--- src/rtl/alsu_cmd_driver_if.sv ---
// Bundle of request, response, ALSU pin and monitor signals for alsu_cmd_driver.
// "slave" is the driver's view; "master" is the controller/ALSU side.
interface alsu_cmd_driver_if;
  logic        req_valid;
  logic        req_ready;
  logic [2:0]  req_a;
  logic [2:0]  req_b;
  logic [2:0]  req_opcode;
  logic        req_cin;
  logic        req_serial_in;
  logic        req_direction;
  logic        req_red_a;
  logic        req_red_b;
  logic        req_bypass_a;
  logic        req_bypass_b;

  logic [2:0]  alsu_a;
  logic [2:0]  alsu_b;
  logic [2:0]  alsu_opcode;
  logic        alsu_cin;
  logic        alsu_serial_in;
  logic        alsu_direction;
  logic        alsu_red_a;
  logic        alsu_red_b;
  logic        alsu_bypass_a;
  logic        alsu_bypass_b;
  logic [5:0]  alsu_out;
  logic [15:0] alsu_leds;

  logic        rsp_valid;
  logic        rsp_ready;
  logic [5:0]  rsp_out;
  logic        rsp_err;
  logic        mon_fault;
  logic [15:0] op_count;
  logic [15:0] err_count;

  modport slave (
    input  req_valid, req_a, req_b, req_opcode, req_cin, req_serial_in,
           req_direction, req_red_a, req_red_b, req_bypass_a, req_bypass_b,
           alsu_out, alsu_leds, rsp_ready,
    output req_ready, alsu_a, alsu_b, alsu_opcode, alsu_cin, alsu_serial_in,
           alsu_direction, alsu_red_a, alsu_red_b, alsu_bypass_a, alsu_bypass_b,
           rsp_valid, rsp_out, rsp_err, mon_fault, op_count, err_count
  );

  modport master (
    output req_valid, req_a, req_b, req_opcode, req_cin, req_serial_in,
           req_direction, req_red_a, req_red_b, req_bypass_a, req_bypass_b,
           alsu_out, alsu_leds, rsp_ready,
    input  req_ready, alsu_a, alsu_b, alsu_opcode, alsu_cin, alsu_serial_in,
           alsu_direction, alsu_red_a, alsu_red_b, alsu_bypass_a, alsu_bypass_b,
           rsp_valid, rsp_out, rsp_err, mon_fault, op_count, err_count
  );
endinterface

--- src/rtl/alsu_cmd_driver.sv ---
// Single-outstanding command driver for an ALSU: drives one command for one cycle,
// waits out the ALSU latency, captures out/leds and returns them with an error flag.
module alsu_cmd_driver #(
  parameter int LAT = 2
) (
  input logic              clk,
  input logic              rst,
  alsu_cmd_driver_if.slave bus
);

  typedef enum logic [2:0] {
    IDLE  = 3'd0,
    DRIVE = 3'd1,
    WAIT  = 3'd2,
    CAPT  = 3'd3,
    RESP  = 3'd4
  } state_t;

  typedef struct packed {
    logic [2:0] a;
    logic [2:0] b;
    logic [2:0] opcode;
    logic       cin;
    logic       serial_in;
    logic       direction;
    logic       red_a;
    logic       red_b;
    logic       bypass_a;
    logic       bypass_b;
  } cmd_t;

  // Bypass of A=0 is a valid ALSU op, so it parks out=0 and leds=0 between commands.
  localparam cmd_t IDLE_CMD = '{a: 3'd0, b: 3'd0, opcode: 3'b000, cin: 1'b0,
                                serial_in: 1'b0, direction: 1'b0, red_a: 1'b0,
                                red_b: 1'b0, bypass_a: 1'b1, bypass_b: 1'b0};
  localparam logic [3:0] WAIT_LOAD = 4'(LAT - 1);

  generate
    if (LAT < 2 || LAT > 15) begin : g_lat_range_check
      $error("alsu_cmd_driver: LAT must lie in 2..15");
    end
  endgenerate

  state_t      state_r;
  state_t      state_nxt_s;
  logic [3:0]  wait_cnt_r;
  logic [3:0]  wait_cnt_nxt_s;
  cmd_t        req_cmd_s;
  cmd_t        pins_r;
  logic        accept_s;
  logic        capture_s;
  logic        leds_err_s;
  logic        leds_odd_s;
  logic [5:0]  rsp_out_r;
  logic        rsp_err_r;
  logic        mon_fault_r;
  logic [15:0] op_count_r;
  logic [15:0] err_count_r;

  assign req_cmd_s = '{a: bus.req_a, b: bus.req_b, opcode: bus.req_opcode,
                       cin: bus.req_cin, serial_in: bus.req_serial_in,
                       direction: bus.req_direction, red_a: bus.req_red_a,
                       red_b: bus.req_red_b, bypass_a: bus.req_bypass_a,
                       bypass_b: bus.req_bypass_b};

  assign bus.req_ready = (state_r == IDLE) && !rst;
  assign bus.rsp_valid = (state_r == RESP);
  assign accept_s      = bus.req_valid && bus.req_ready;
  assign capture_s     = (state_r == CAPT);
  assign leds_err_s    = (bus.alsu_leds == 16'hFFFF);
  assign leds_odd_s    = (bus.alsu_leds != 16'h0000) && (bus.alsu_leds != 16'hFFFF);

  // State register and WAIT down-counter.
  always_ff @(posedge clk or posedge rst) begin
    if (rst) begin
      state_r    <= IDLE;
      wait_cnt_r <= 4'd0;
    end else begin
      state_r    <= state_nxt_s;
      wait_cnt_r <= wait_cnt_nxt_s;
    end
  end

  // Next-state and WAIT counter logic.
  always_comb begin
    state_nxt_s    = state_r;
    wait_cnt_nxt_s = wait_cnt_r;
    case (state_r)
      IDLE: begin
        if (accept_s) begin
          state_nxt_s = DRIVE;
        end else begin
          state_nxt_s = IDLE;
        end
      end
      DRIVE: begin
        state_nxt_s    = WAIT;
        wait_cnt_nxt_s = WAIT_LOAD;
      end
      WAIT: begin
        if (wait_cnt_r <= 4'd1) begin
          state_nxt_s    = CAPT;
          wait_cnt_nxt_s = 4'd0;
        end else begin
          state_nxt_s    = WAIT;
          wait_cnt_nxt_s = wait_cnt_r - 4'd1;
        end
      end
      CAPT: begin
        state_nxt_s = RESP;
      end
      RESP: begin
        if (bus.rsp_ready) begin
          state_nxt_s = IDLE;
        end else begin
          state_nxt_s = RESP;
        end
      end
      default: begin
        state_nxt_s    = IDLE;
        wait_cnt_nxt_s = 4'd0;
      end
    endcase
  end

  // Pin register: the command is present only in the cycle after its accept edge.
  always_ff @(posedge clk or posedge rst) begin
    if (rst) begin
      pins_r <= IDLE_CMD;
    end else if (accept_s) begin
      pins_r <= req_cmd_s;
    end else begin
      pins_r <= IDLE_CMD;
    end
  end

  assign bus.alsu_a         = pins_r.a;
  assign bus.alsu_b         = pins_r.b;
  assign bus.alsu_opcode    = pins_r.opcode;
  assign bus.alsu_cin       = pins_r.cin;
  assign bus.alsu_serial_in = pins_r.serial_in;
  assign bus.alsu_direction = pins_r.direction;
  assign bus.alsu_red_a     = pins_r.red_a;
  assign bus.alsu_red_b     = pins_r.red_b;
  assign bus.alsu_bypass_a  = pins_r.bypass_a;
  assign bus.alsu_bypass_b  = pins_r.bypass_b;

  // Result capture, sticky leds monitor and wrapping operation counters.
  always_ff @(posedge clk or posedge rst) begin
    if (rst) begin
      rsp_out_r   <= 6'd0;
      rsp_err_r   <= 1'b0;
      mon_fault_r <= 1'b0;
      op_count_r  <= 16'd0;
      err_count_r <= 16'd0;
    end else if (capture_s) begin
      rsp_out_r   <= bus.alsu_out;
      rsp_err_r   <= leds_err_s;
      mon_fault_r <= mon_fault_r | leds_odd_s;
      op_count_r  <= op_count_r + 16'd1;
      err_count_r <= leds_err_s ? (err_count_r + 16'd1) : err_count_r;
    end else begin
      rsp_out_r   <= rsp_out_r;
      rsp_err_r   <= rsp_err_r;
      mon_fault_r <= mon_fault_r;
      op_count_r  <= op_count_r;
      err_count_r <= err_count_r;
    end
  end

  assign bus.rsp_out   = rsp_out_r;
  assign bus.rsp_err   = rsp_err_r;
  assign bus.mon_fault = mon_fault_r;
  assign bus.op_count  = op_count_r;
  assign bus.err_count = err_count_r;

endmodule

--- src/flat_wrapper.sv ---
// flat-port wrapper written by rule: the top's interface ports become plain ports
module alsu_cmd_driver_flat 
#(
  parameter int LAT = 2
)
  (clk, rst, bus_req_valid, bus_req_a, bus_req_b, bus_req_opcode, bus_req_cin, bus_req_serial_in, bus_req_direction, bus_req_red_a, bus_req_red_b, bus_req_bypass_a, bus_req_bypass_b, bus_alsu_out, bus_alsu_leds, bus_rsp_ready, bus_req_ready, bus_alsu_a, bus_alsu_b, bus_alsu_opcode, bus_alsu_cin, bus_alsu_serial_in, bus_alsu_direction, bus_alsu_red_a, bus_alsu_red_b, bus_alsu_bypass_a, bus_alsu_bypass_b, bus_rsp_valid, bus_rsp_out, bus_rsp_err, bus_mon_fault, bus_op_count, bus_err_count);
  alsu_cmd_driver_if bus_i ();
  input logic clk;
  input logic rst;
  input wire logic [$bits(bus_i.req_valid)-1:0] bus_req_valid;
  input wire logic [$bits(bus_i.req_a)-1:0] bus_req_a;
  input wire logic [$bits(bus_i.req_b)-1:0] bus_req_b;
  input wire logic [$bits(bus_i.req_opcode)-1:0] bus_req_opcode;
  input wire logic [$bits(bus_i.req_cin)-1:0] bus_req_cin;
  input wire logic [$bits(bus_i.req_serial_in)-1:0] bus_req_serial_in;
  input wire logic [$bits(bus_i.req_direction)-1:0] bus_req_direction;
  input wire logic [$bits(bus_i.req_red_a)-1:0] bus_req_red_a;
  input wire logic [$bits(bus_i.req_red_b)-1:0] bus_req_red_b;
  input wire logic [$bits(bus_i.req_bypass_a)-1:0] bus_req_bypass_a;
  input wire logic [$bits(bus_i.req_bypass_b)-1:0] bus_req_bypass_b;
  input wire logic [$bits(bus_i.alsu_out)-1:0] bus_alsu_out;
  input wire logic [$bits(bus_i.alsu_leds)-1:0] bus_alsu_leds;
  input wire logic [$bits(bus_i.rsp_ready)-1:0] bus_rsp_ready;
  output wire logic [$bits(bus_i.req_ready)-1:0] bus_req_ready;
  output wire logic [$bits(bus_i.alsu_a)-1:0] bus_alsu_a;
  output wire logic [$bits(bus_i.alsu_b)-1:0] bus_alsu_b;
  output wire logic [$bits(bus_i.alsu_opcode)-1:0] bus_alsu_opcode;
  output wire logic [$bits(bus_i.alsu_cin)-1:0] bus_alsu_cin;
  output wire logic [$bits(bus_i.alsu_serial_in)-1:0] bus_alsu_serial_in;
  output wire logic [$bits(bus_i.alsu_direction)-1:0] bus_alsu_direction;
  output wire logic [$bits(bus_i.alsu_red_a)-1:0] bus_alsu_red_a;
  output wire logic [$bits(bus_i.alsu_red_b)-1:0] bus_alsu_red_b;
  output wire logic [$bits(bus_i.alsu_bypass_a)-1:0] bus_alsu_bypass_a;
  output wire logic [$bits(bus_i.alsu_bypass_b)-1:0] bus_alsu_bypass_b;
  output wire logic [$bits(bus_i.rsp_valid)-1:0] bus_rsp_valid;
  output wire logic [$bits(bus_i.rsp_out)-1:0] bus_rsp_out;
  output wire logic [$bits(bus_i.rsp_err)-1:0] bus_rsp_err;
  output wire logic [$bits(bus_i.mon_fault)-1:0] bus_mon_fault;
  output wire logic [$bits(bus_i.op_count)-1:0] bus_op_count;
  output wire logic [$bits(bus_i.err_count)-1:0] bus_err_count;
  assign bus_i.req_valid = bus_req_valid;
  assign bus_i.req_a = bus_req_a;
  assign bus_i.req_b = bus_req_b;
  assign bus_i.req_opcode = bus_req_opcode;
  assign bus_i.req_cin = bus_req_cin;
  assign bus_i.req_serial_in = bus_req_serial_in;
  assign bus_i.req_direction = bus_req_direction;
  assign bus_i.req_red_a = bus_req_red_a;
  assign bus_i.req_red_b = bus_req_red_b;
  assign bus_i.req_bypass_a = bus_req_bypass_a;
  assign bus_i.req_bypass_b = bus_req_bypass_b;
  assign bus_i.alsu_out = bus_alsu_out;
  assign bus_i.alsu_leds = bus_alsu_leds;
  assign bus_i.rsp_ready = bus_rsp_ready;
  assign bus_req_ready = bus_i.req_ready;
  assign bus_alsu_a = bus_i.alsu_a;
  assign bus_alsu_b = bus_i.alsu_b;
  assign bus_alsu_opcode = bus_i.alsu_opcode;
  assign bus_alsu_cin = bus_i.alsu_cin;
  assign bus_alsu_serial_in = bus_i.alsu_serial_in;
  assign bus_alsu_direction = bus_i.alsu_direction;
  assign bus_alsu_red_a = bus_i.alsu_red_a;
  assign bus_alsu_red_b = bus_i.alsu_red_b;
  assign bus_alsu_bypass_a = bus_i.alsu_bypass_a;
  assign bus_alsu_bypass_b = bus_i.alsu_bypass_b;
  assign bus_rsp_valid = bus_i.rsp_valid;
  assign bus_rsp_out = bus_i.rsp_out;
  assign bus_rsp_err = bus_i.rsp_err;
  assign bus_mon_fault = bus_i.mon_fault;
  assign bus_op_count = bus_i.op_count;
  assign bus_err_count = bus_i.err_count;
  alsu_cmd_driver #(.LAT(LAT)) u_core (.clk(clk), .rst(rst), .bus(bus_i));
endmodule
--- config.mk ---
export PLATFORM = sky130hd
export DESIGN_NAME = alsu_cmd_driver_flat
export DESIGN_NICKNAME = d
export VERILOG_FILES = /design/src/rtl/alsu_cmd_driver_if.sv /design/src/rtl/alsu_cmd_driver.sv /design/src/flat_wrapper.sv
export SDC_FILE = /design/constraint.sdc
export NUM_CORES = 1
export LEC_CHECK = 0
export CORE_ASPECT_RATIO = 0.75
export CORE_MARGIN = 5
export CORE_UTILIZATION = 45
export DETAILED_ROUTE_END_ITERATION = 8
export GPL_ROUTABILITY_DRIVEN = 0
export GPL_TIMING_DRIVEN = 0
export PLACE_DENSITY = 0.83
export SLEW_MARGIN = 20
export SYNTH_ARGS = -nofsm -noshare
export SYNTH_HDL_FRONTEND = slang
export SYNTH_SLANG_ARGS = --single-unit
--- constraint.sdc ---
create_clock -name clk -period 2.8 [get_ports clk]
set_clock_uncertainty 0.1 [all_clocks]
set_input_delay 0.56 -clock clk [delete_from_list [all_inputs] [get_ports clk]]
set_output_delay 0.56 -clock clk [all_outputs]
set_load 0.01 [all_outputs]
# Word-level counts from Yosys, hierarchy flattened
# Index checks and enable logic that the tools add are counted.
# W data, S select, Z words.
word_totals:
  register_bits: 63
classes:
  n_addsub: 3
  magnitude_cmp: 1
  eq_ne: 6
  mux: 7
  bitwise_logic: 1
  reduce_logical: 8
ops:
  columns: ["operator", "n"]
  rows:
  - ["$add A16 B1 Y16 const B", 2]
  - ["$eq A16 B16 Y1 const B", 1]
  - ["$mux W16", 1]
  - ["$ne A16 B16 Y1 const B", 1]
  - ["$reduce_bool A16 Y1", 1]
  - ["$pmux W3 S5", 1]
  - ["$pmux W4 S3", 1]
  - ["$eq A3 B2 Y1 const B", 2]
  - ["$le A4 B1 Y1 const B", 1]
  - ["$mux W4", 1]
  - ["$sub A4 B1 Y4 const B", 1]
  - ["$eq A3 B1 Y1 const B", 1]
  - ["$eq A3 B3 Y1 const B", 1]
  - ["$logic_and A1 B1 Y1", 3]
  - ["$logic_not A3 Y1", 1]
  - ["$mux W3", 1]
  - ["$reduce_or A3 Y1", 1]
  - ["$mux W1", 2]
  - ["$reduce_and A2 Y1", 1]
  - ["$logic_not A1 Y1", 1]
  - ["$or A1 B1 Y1", 1]

# Logic depth before layout (Yosys ltp)
logic_depth:
  ltp_word: 5
  mapped_depth: 6
  mapped_depth_nobuf: 6

# Worst setup path before layout
# OpenSTA, ideal clock, no wires.
synth_timing:
  path_kind: "input to register"
  from: "input bus_alsu_leds[15]"
  to: "register u_core.err_count_r[5] (netlist: u_core.bus.err_count[5])"
  arrival_ps: 1796
  required_time_ps: 2621
  slack_ps: 825
  cell_stages: 5
  path_buffers: 1
  cell_sequence: "nand4_1 -> or4_1 -> buf_6 -> nor4_2 -> xor2_1"
synth_via:
  elab_chain_cells: 2
synth_rtl:
  columns: ["item", "line", "rtl"]
  rows:
  - ["from (decl)", "flat_wrapper.sv:22", "input wire logic [$bits(bus_i.alsu_leds)-1:0] bus_alsu_leds;"]
  - ["$eq A16 B16 Y1", "alsu_cmd_driver.sv:70", "assign leds_err_s = (bus.alsu_leds == 16'hFFFF);"]
  - ["$reduce_and A2 Y1 (no source line)", null, null]
  - ["to (signal assigned)", "alsu_cmd_driver.sv:161", "err_count_r <= leds_err_s ? (err_count_r + 16'd1) : err_count_r;"]
  - ["to (signal assigned)", "alsu_cmd_driver.sv:167", "err_count_r <= err_count_r;"]
  - ["to (decl)", "alsu_cmd_driver.sv:58", "logic [15:0] err_count_r;"]
# No other way between the ends.
# A chain may end at the register's enable or synchronous reset.

# Worst setup path after layout
layout_timing:
  from: "register u_core.state_r[0]"
  to: "output bus_rsp_valid"
layout_via:
  elab_chain_cells: 1
layout_rtl:
  columns: ["item", "line", "rtl"]
  rows:
  - ["from (decl)", "alsu_cmd_driver.sv:44", "state_t state_r;"]
  - ["from (signal assigned)", "alsu_cmd_driver.sv:79", "state_r <= state_nxt_s;"]
  - ["$eq A3 B3 Y1", "alsu_cmd_driver.sv:67", "assign bus.rsp_valid = (state_r == RESP);"]
  - ["to (decl)", "flat_wrapper.sv:35", "output wire logic [$bits(bus_i.rsp_valid)-1:0] bus_rsp_valid;"]
# No other way between the ends.

==> impl_metrics.yaml <==
grt:
  antenna_found_initial: 0
  grt_max_degree: 43
  grt_usage: 0.183
  grt_util_met1: 0.212
  use_met3: 0.105
  grt_pass1_wl_um: 11200
  grt_pass1_vias: 2352
  met2_usage: 0.289
  grt-ovfl-total: 0
  busiest_layer: "met2"
logic_synthesis:
  ys_ff_latch: 63
  synth_cell_types: 37
  synthesis.nets: 298
  synth-edff-count: 0
  synth-main-ff-cell: "dfrtp_1"
  synth_area_sq_um: 2790
  synth_cells: 252
  async_flop_share: 1.00
  yosys_warnings: 0
  ys_seq_area_frac: 0.565
  synth_area_per_cell_sq_um: 11.1
timing:
  period_share: 0.929
  setup_viol: 0
  rsz0062_at_grt: "no"
  max_slew_margin: 0.662
  finalMaxSlewViolations: 0
  worst_pin_slew_ns: 0.507
  period_minus_slack_ns: 2.60
  max_freq_ghz: 0.384
  finalHoldViolCount: 0
  fin_ws_ns: 0.198
cells_and_area:
  seq_area_sq_um: 1580
  area_growth_pct: 48.5
  diodes: 0
  final_layout_size_suffix_gt1_frac: 0.0894
  fin_nets: 411
  num-fill-cells: 453
  layout_common_cells: "98 x clkdlybuf4s50_1, 62 x dfrtp_1, 36 x nand2_1"
  multi_input_area_sq_um: 1160
  layout_commonest_cell: "clkdlybuf4s50_1"
  fin_util: 0.701
outcome:
  status: "completed"
clock_tree:
  clk_pin_slew_ns: 0.07
  cts-root-buf: "clkbuf_8"
  clkLatencyLatePin_ns: 0.33
  cts_sinks: 63
  cts.hold.buffers_added: 0
  cts_buffer_depth: 2
  cts_htree_levels: 3
  cts_inserted_buffers: 9
  cts_tree: "done"
die:
  die-area_sq_um: 7890
  die_y_um: 78.2
  core_sq_um: 5920
  die-width_um: 101
  num_rows: 24
  ios: 100
  start_util: 0.472
routing:
  viasPerCell: 5.17
  drt_wl_total_um: 6720
  vias: 2311
  drc: 0
  routedWlPerCell_um: 15.0
  antenna_left: 0
  drtPass1Iterations: 5
  drt-initial-drc-count: 74
worst_setup_path:
  critPathTopFamily: "buffers and inverters"
  critPathLaunchType: "register"
  cpMaxStageDelayCell: "clkdlybuf4s50_1"
  cp_data_required_time_ns: 2.14
  crit_arrival_ns: 1.94
  rr_worst_depth: 5
  criticalPathCategory: "reg2out"
  worstPathCellList: "clkbuf_1 -> nor2_1 -> nand2_1 -> inv_1 -> clkdlybuf4s50_1"
  cp_slowest_stage_delay_ns: 0.54
  path_max_fanout: 10
  path_depth: 5
  path_buf_inv: 3
  endpoint_kind: "primary output"
placement:
  port_buffers: 99
  place_ws_ns: -0.291
  hpwl_um: 5050
power:
  power.density_nw_per_um2: 702
  vdd.ir_drop.worst_mv: 0.501
  leakage_nw: 1.89
worst_hold_path:
  min_path_type: "in2async"
job:
  drv_cap: 0
==> final timing paths <==
check | from | to | slack, ns
max | u_core.state_r[0] | bus_rsp_valid | 0.20
max in group asynchronous | rst | u_core.bus.op_count[0] | 1.83
min reg2reg | u_core.bus.err_count[15] | u_core.bus.err_count[15] | 0.36
min | rst | u_core.bus.rsp_out[5] | 0.26
min in group clk | u_core.bus.err_count[15] | u_core.bus.err_count[15] | 0.36
max reg2reg | u_core.state_r[2] | u_core.bus.op_count[15] | 0.85
==> sequential cells by signal, indices dropped and copies added (netlist names), 3 cells and up <==
name,cells
u_core.bus.alsu_a,3
u_core.bus.err_count,16
u_core.bus.rsp_out,6
u_core.bus.alsu_opcode,3
u_core.bus.alsu_b,3
u_core.wait_cnt_r,4
u_core.state_r,3
u_core.bus.op_count,16
==> routing by layer <==
layer  share of wire  routed length, um  vias up
li1                -                  -     1118
met1            0.40               2670     1096
met2            0.47               3140       90
met3            0.13                843        7
met4          0.0097                 65        0
met5               0                  0        -
==> kinds of logic after synthesis <==
| group | share of synthesized area |
|---|---|
| muxes | 0.00807 |
| AOI/OAI and AO/OA | 0.0291 |
| DFF | 0.565 |
| buffers and inverters | 0.0238 |
| xor gates and xnor gates | 0.0941 |
| and+or+nand+nor | 0.262 |
| adders and majority gates | 0.0179 |
==> stage by stage <==
step | cell area [sq um] | instances | TNS, ns | hold WS [ns] | power [mW]
6_report | 4150 | 447 | 0 | 0.264 | 2.91
3_3_place_gp | 3880 | 429 | -35.12 | 0.349 | 2.00
3_5_place_dp | 3900 | 430 | -0.291 | 0.357 | 2.04
2_1_floorplan | 2790 | 252 | 0 | 0.387 | 1.61
5_1_grt | 4150 | 447 | 0 | 0.273 | 3.09
4_1_cts | 4150 | 447 | 0 | 0.261 | 2.95
==> layout make-up <==
class,count,share of cell area
Buffer,8,0.0121
Clock buffer,11,0.0341
Clock inverter,4,0.0169
Inverter,7,0.00694
Multi-Input combinational cell,174,0.279
Sequential cell,63,0.381
Tap cell,78,0.0235
Timing Repair Buffer,102,0.247
==> what timing repair did <==
action | in CTS | in global routing
setup endpoints to repair | 1 | 0
endpoints found under the hold margin | 0 | 0
buffers inserted | 2 | 0
resized for setup | 5 | 0
==> worst reg2reg max path: stages (launching register included) <==
cell and delay [ns]:
dfrtp_1 0.49, and3b_1 0.24, buf_2 0.21, nand4_1 0.28
nor4_1 0.40, xor2_1 0.17
==> synth_stat cells, drive strengths merged (2+ instances only) <==
master	n	share of area
and2	2	0.0045
nand3	13	0.023
nand2b	7	0.016
xor2	11	0.035
nand2	36	0.048
or4	2	0.0054
and4	4	0.013
inv	7	0.0094
buf	4	0.0090
xnor2	19	0.060
nand4	14	0.034
nor2b	2	0.0045
mux2	2	0.0081
nor2	7	0.0094
nor3	7	0.013
o21ai	5	0.0090
dfrtp	62	0.56
clkbuf	4	0.0054
nor4	12	0.041
and3	17	0.038
ha	4	0.018
==> power by group <==
| group | switching (mW) | internal (mW) | leakage, nW | total [mW] |
|---|---|---|---|---|
| Combinational | 0.412 | 0.456 | 0.934 | 0.868 |
| Clock | 0.338 | 0.518 | 0.109 | 0.856 |
| Sequential | 0.129 | 1.06 | 0.848 | 1.19 |
Power figures use the tool's default switching activity.
